--- src/rtl/fetch_pkg.sv ---
// Shared constants and helpers for the instruction-fetch stage.
package fetch_pkg;

  localparam logic [31:0] RESET_PC_DEFAULT = 32'h1C00_0000;
  localparam int          BR_ZIP_W         = 33;
  localparam int          FS2DS_W          = 64;
  localparam logic [1:0]  SIZE_WORD        = 2'b10;

  // Bits needed to index or count up to (value-1); never less than 1.
  function automatic int clog2(input int value);
    int w;
    w = 1;
    for (int i = 1; i < 31; i++) begin
      if ((1 << i) < value) w = i + 1;
    end
    return w;
  endfunction

endpackage

--- src/rtl/fetch_unit_sync_fifo.sv ---
// Small synchronous FIFO with flush; used for the PC queue and the instruction buffer.
module sync_fifo
  import fetch_pkg::*;
#(
  parameter int WIDTH = 32,
  parameter int DEPTH = 4
) (
  input  logic                      clk,
  input  logic                      resetn,
  input  logic                      i_push,
  input  logic                      i_pop,
  input  logic                      i_flush,
  input  logic [WIDTH-1:0]          i_din,
  output logic [WIDTH-1:0]          o_dout,
  output logic                      o_empty,
  output logic                      o_full,
  output logic [clog2(DEPTH+1)-1:0] o_count
);

  localparam int AW = clog2(DEPTH);
  localparam int CW = clog2(DEPTH + 1);

  logic [WIDTH-1:0] r_mem [DEPTH];
  logic [AW-1:0]    r_wr_ptr;
  logic [AW-1:0]    r_rd_ptr;
  logic [CW-1:0]    r_count;
  logic             w_do_push;
  logic             w_do_pop;

  function automatic logic [AW-1:0] ptr_inc(input logic [AW-1:0] p);
    return (p == AW'(DEPTH - 1)) ? '0 : p + AW'(1);
  endfunction

  assign o_empty   = (r_count == '0);
  assign o_full    = (r_count == CW'(DEPTH));
  assign o_count   = r_count;
  assign w_do_pop  = i_pop & ~o_empty;
  // A push into a full FIFO is only taken when the head leaves in the same cycle.
  assign w_do_push = i_push & (~o_full | w_do_pop);
  assign o_dout    = o_empty ? '0 : r_mem[r_rd_ptr];

  always_ff @(posedge clk) begin
    if (!resetn || i_flush) begin
      r_wr_ptr <= '0;
      r_rd_ptr <= '0;
      r_count  <= '0;
    end else begin
      if (w_do_push) r_wr_ptr <= ptr_inc(r_wr_ptr);
      if (w_do_pop)  r_rd_ptr <= ptr_inc(r_rd_ptr);
      r_count <= r_count + CW'(w_do_push) - CW'(w_do_pop);
    end
  end

  always_ff @(posedge clk) begin
    if (resetn && !i_flush && w_do_push) r_mem[r_wr_ptr] <= i_din;
  end

endmodule

--- src/rtl/fetch_unit.sv ---
// Instruction-fetch stage: issues word fetches with bounded outstanding requests,
// tags returns with their PC and buffers them for decode; branches cancel in-flight work.
module fetch_unit
  import fetch_pkg::*;
#(
  parameter logic [31:0] RESET_PC   = RESET_PC_DEFAULT,
  parameter int          IBUF_DEPTH = 4,
  parameter int          MAX_OST    = 2
) (
  input  logic                clk,
  input  logic                resetn,
  output logic                inst_sram_req,
  output logic                inst_sram_wr,
  output logic [1:0]          inst_sram_size,
  output logic [3:0]          inst_sram_wstrb,
  output logic [31:0]         inst_sram_addr,
  output logic [31:0]         inst_sram_wdata,
  input  logic                inst_sram_addr_ok,
  input  logic                inst_sram_data_ok,
  input  logic [31:0]         inst_sram_rdata,
  input  logic                ds_allowin,
  input  logic [BR_ZIP_W-1:0] br_zip,
  output logic                fs2ds_valid,
  output logic [FS2DS_W-1:0]  fs2ds_bus
);

  localparam int OW = clog2(MAX_OST + 1);
  localparam int BW = clog2(IBUF_DEPTH + 1);
  localparam int SW = clog2(MAX_OST + IBUF_DEPTH + 1);

  logic [31:0]   r_fetch_pc;
  logic [OW-1:0] r_ost_cnt;
  logic [OW-1:0] r_cancel_cnt;

  logic          w_br_taken;
  logic [31:0]   w_br_target;
  logic          w_accept;
  logic          w_resp;
  logic          w_resp_live;
  logic [OW-1:0] w_ost_next;
  logic          w_credit;
  logic [31:0]   w_pcq_head;
  logic          w_pcq_empty;
  logic          w_pcq_full;
  logic [OW-1:0] w_live;
  logic          w_ibuf_empty;
  logic          w_ibuf_full;
  logic [BW-1:0] w_ibuf_cnt;

  assign w_br_taken  = br_zip[32];
  assign w_br_target = br_zip[31:0];

  // The PC queue holds exactly the live (uncancelled) outstanding requests.
  // Issuing only while live + buffered < depth reserves a buffer slot per live request.
  assign w_credit = (SW'(w_live) + SW'(w_ibuf_cnt)) < SW'(IBUF_DEPTH);

  assign inst_sram_req   = resetn & ~w_br_taken & (r_ost_cnt < OW'(MAX_OST))
                         & ~w_pcq_full & ~w_ibuf_full & w_credit;
  assign inst_sram_addr  = r_fetch_pc;
  assign inst_sram_wr    = 1'b0;
  assign inst_sram_size  = SIZE_WORD;
  assign inst_sram_wstrb = 4'b0000;
  assign inst_sram_wdata = 32'h0000_0000;

  assign w_accept    = inst_sram_req & inst_sram_addr_ok;
  // A response with nothing outstanding is a slave protocol error and is dropped.
  assign w_resp      = inst_sram_data_ok & (r_ost_cnt != '0);
  assign w_resp_live = w_resp & (r_cancel_cnt == '0) & ~w_br_taken & ~w_pcq_empty;
  assign w_ost_next  = r_ost_cnt + OW'(w_accept) - OW'(w_resp);

  assign fs2ds_valid = ~w_ibuf_empty & ~w_br_taken;

  always_ff @(posedge clk) begin
    if (!resetn) begin
      r_fetch_pc   <= RESET_PC;
      r_ost_cnt    <= '0;
      r_cancel_cnt <= '0;
    end else begin
      r_ost_cnt <= w_ost_next;
      if (w_br_taken) begin
        r_fetch_pc   <= w_br_target;
        r_cancel_cnt <= w_ost_next;
      end else begin
        if (w_accept) r_fetch_pc <= r_fetch_pc + 32'd4;
        if (w_resp && (r_cancel_cnt != '0)) r_cancel_cnt <= r_cancel_cnt - OW'(1);
      end
    end
  end

  sync_fifo #(
    .WIDTH (32),
    .DEPTH (MAX_OST)
  ) u_pc_queue (
    .clk     (clk),
    .resetn  (resetn),
    .i_push  (w_accept),
    .i_pop   (w_resp_live),
    .i_flush (w_br_taken),
    .i_din   (r_fetch_pc),
    .o_dout  (w_pcq_head),
    .o_empty (w_pcq_empty),
    .o_full  (w_pcq_full),
    .o_count (w_live)
  );

  sync_fifo #(
    .WIDTH (FS2DS_W),
    .DEPTH (IBUF_DEPTH)
  ) u_inst_buf (
    .clk     (clk),
    .resetn  (resetn),
    .i_push  (w_resp_live),
    .i_pop   (fs2ds_valid & ds_allowin),
    .i_flush (w_br_taken),
    .i_din   ({inst_sram_rdata, w_pcq_head}),
    .o_dout  (fs2ds_bus),
    .o_empty (w_ibuf_empty),
    .o_full  (w_ibuf_full),
    .o_count (w_ibuf_cnt)
  );

endmodule
--- config.mk ---
export PLATFORM = sky130hd
export DESIGN_NAME = fetch_unit
export DESIGN_NICKNAME = d
export VERILOG_FILES = /design/src/rtl/fetch_pkg.sv /design/src/rtl/fetch_unit_sync_fifo.sv /design/src/rtl/fetch_unit.sv
export SDC_FILE = /design/constraint.sdc
export NUM_CORES = 1
export LEC_CHECK = 0
export BUFFER_PORTS_ARGS = -buffer_cell sky130_fd_sc_hd__buf_2
export CORE_UTILIZATION = 40
export DETAILED_ROUTE_END_ITERATION = 16
export HOLD_SLACK_MARGIN = 0.06
export SKIP_LAST_GASP = 1
export SYNTH_ARGS = -nofsm -noshare
export SYNTH_HDL_FRONTEND = slang
export SYNTH_HIERARCHICAL = 1
export SYNTH_SLANG_ARGS = --single-unit
--- constraint.sdc ---
create_clock -name clk -period 5.3 [get_ports clk]
set_clock_uncertainty 0.2 [all_clocks]
set_input_delay 0.795 -clock clk [delete_from_list [all_inputs] [get_ports clk]]
set_output_delay 0.795 -clock clk [all_outputs]
set_load 0.005 [all_outputs]
==> qor.yml <==
sta:
  fin_crit_sh_pct: 70.5
  setup_viol: 0
  timing.fmax_mhz: 268
  fin_crit_ns: 3.74
  hold_violations: 0
  slew_violations: 0
  relSlewSlack_pct: 30.4
  rsz0062_at_grt: "no"
  worst_pin_slew_ns: 1.04
  tns_ns: 0
drt:
  wl_per_cell_um: 18.6
  drt-initial-drc-count: 419
  antenna_left: 0
  viasPerCell: 5.08
  firstDrtPassIters: 5
  num_vias: 8377
  drt-total-wl_um: 30600
  drc_errors: 0
worst_setup_path:
  cp_top_family: "buffers and inverters"
  r2r_setup_slack_ns: 1.56
  crit_required_ns: 5.26
  crit_chain: "ha_1 -> a31oi_1 -> xor2_1 -> nand2_1 -> inv_1 -> nand3_1 -> nor2_2 -> buf_4"
  setup.worst_path.start_class: "flip-flop"
  critPathArrivalTime_ns: 3.69
  rr_endpoint: "u_pc_queue/r_mem[0][23]"
  crit_buf_inv: 2
  slowest_stage: "inv_1"
  end_kind: "flip-flop"
  cp_max_fo: 32
  r2r-start: "u_inst_buf/o_count[1]"
  critPathKind: "reg -> reg"
  max_stage_delay_ns: 0.59
  r2r_cells: 8
yosys:
  yosysWarnings: 6
  avgSynthCellArea_um2: 16.2
  synth_edf_count: 320
  ys_ff_latch: 370
  ys_seq_area_share_pct: 69.4
  ys.flop_type: "edfxtp_1"
  synth_cell_types: 61
  syn_area_mm2: 0.0153
  synth-async-reset-ratio_pct: 0
  syn_inst: 942
cts:
  clock-root-buffer: "clkbuf_16"
  postCtsSetupBuffers: 0
  numCtsBuffers: 38
  cts_tree: "built"
  cts.htree.levels: 2
  cts_buffer_depth: 3
  clk-insertion-delay-late_ns: 0.51
  ctsResizeCount: 0
  cts_hold_buf: 0
  clk_pin_slew_ns: 0.06
  cts.sinks: 370
floorplanning:
  pin_count: 207
  core_mm2: 0.0377
  die_h_um: 198
  start_util_pct: 40.6
  rows: 71
  dieArea_mm2: 0.0390
  die_width_um: 198
min_path:
  hold_depth: 1
  worstHoldStart: "inst_sram_rdata[17]"
  hold_class: "in -> reg"
  worstHoldEndpoint: "u_inst_buf/r_mem[0][49]"
layout:
  diodes: 0
  num-nets-final: 1193
  syn2layout_area_growth_pct: 15.8
  final_area_mm2: 0.0177
  drive_gt1_share_pct: 27.9
status:
  outcome: "finished, final reports clean"
power:
  ir_drop_uv: 208
  p_leak_nw: 6.12
  cellPowerDensity_mw_per_mm2: 336
global_route:
  grt_pass1_wl_um: 47200
  antenna_found_initial: 0
  grt_max_degree: 66
  grt_overflow_total: 0
  grt_use_total_pct: 15.7
  grt_pass1_vias: 8227
place:
  gp_congestion: 0.821
  dpl_cell_area_mm2: 0.0165
  io_buffer_count: 167
  hpwl_um: 18700
run:
  drv_cap: 0
-- cell type report --
cell class,instances,area (um2)
Sequential cell,370,10600
Timing Repair Buffer,176,928
Fill cell,3357,20000
Multi-Input combinational cell,498,4220
Tap cell,511,639
Clock inverter,24,175
Inverter,26,97.6
Clock buffer,44,1030
-- cell families after synthesis --
group           share of synthesized area [%]
fa+ha+maj                                1.11
compound gates                           4.09
buf+inv                                  4.18
mux                                      11.7
flops                                    69.4
xor+xnor                                0.573
other cells                            0.0491
simple gates                             8.97
-- registers in the layout, indices dropped and copies added (netlist names), named ones only --
name,count
u_inst_buf/r_wr_ptr,2
u_inst_buf/r_rd_ptr,2
u_pc_queue/r_mem,64
u_pc_queue/o_count,2
r_ost_cnt,2
u_inst_buf/o_count,3
u_inst_buf/r_mem,256
inst_sram_addr,32
u_pc_queue/r_rd_ptr,1
u_pc_queue/r_wr_ptr,1
r_cancel_cnt,2
-- worst register-to-register path: cells and delay by family (launching register included) --
family | cells | cell delay, ns
DFF | 1 | 0.51
buffers and inverters | 2 | 0.97
xor gates and xnor gates | 1 | 0.34
and+or+nand+nor | 3 | 0.77
adders and majority gates | 1 | 0.30
AOI/OAI and AO/OA | 1 | 0.28
-- placed cells by master (no fill, tap or decap), drive strengths merged, types with 11 or more instances in the layout --
master / count
mux4: 64
nor2b: 63
dfxtp: 50
nand2: 33
nor2: 48
mux2i: 34
clkinv: 18
nand3: 16
a31oi: 13
conb: 39
o21ai: 20
edfxtp: 320
nor4: 11
buf: 176
ha: 12
nor3: 13
a21oi: 24
clkbuf: 44
inv: 29
-- stage by stage --
stage          utilization, %  setup WS [ns]  power, W  instances  hold slack, ns
3_3_place_gp             43.8           1.50   0.00347       1581           0.286
6_report                 47.0           1.56   0.00595       1649           0.297
3_5_place_dp             43.8           1.39   0.00347       1581           0.296
5_1_grt                  47.0           1.28   0.00616       1649           0.282
4_1_cts                  47.0           1.51   0.00602       1649           0.277
2_1_floorplan               -          0.769   0.00340        979           0.246
-- synth_stat cells (12+ instances only) --
cell      instances  area share [%]
buf_4            39             1.9
a31oi_1          13            0.53
nor2_1           48             1.2
dfxtp_1          50             6.5
o21ai_0          18            0.59
ha_1             12            0.98
nand2_1          33            0.81
buf_2            12            0.39
a21oi_1          24            0.79
mux2i_1          34             2.2
nor2b_1          63             2.6
nand3_1          14            0.46
edfxtp_1        320              63
clkbuf_1         21            0.52
mux4_2           64             9.4
inv_1            26            0.64
-- worst max-delay path by stage --
stage                                      from                       to  slack, ns  cells past startpoint
after floorplan                      br_zip[32]   u_inst_buf/r_mem[0][0]       0.77                      5
after global placement                   resetn  u_pc_queue/r_mem[0][24]       1.50                      9
after detailed placement                 resetn  u_pc_queue/r_mem[0][24]       1.39                      9
after CTS                             flip-flop            fs2ds_bus[55]       1.51                      4
after global routing      u_inst_buf/o_count[1]  u_pc_queue/r_mem[1][29]       1.28                      8
final                     u_inst_buf/o_count[1]  u_pc_queue/r_mem[0][23]       1.56                      8
-- where the power goes --
group	leakage, nW	internal (W)	total (W)	switching, W
Clock	0.600	0.00149	0.00254	0.00105
Sequential	3.39	0.00318	0.00322	0.0000425
Combinational	2.13	0.0000769	0.000188	0.000111
-- per-layer routing --
metal / wire, um / up-vias / GRT usage, % / part of all wire [%]
met5: 0 / - / 0 / 0
li1: - / 3902 / - / -
met3: 1680 / 44 / 2.54 / 5.5
met1: 14100 / 4147 / 22.4 / 46
met4: 582 / 0 / 4.02 / 1.9
met2: 14300 / 284 / 25.1 / 47
(Power assumes the default switching activity.)
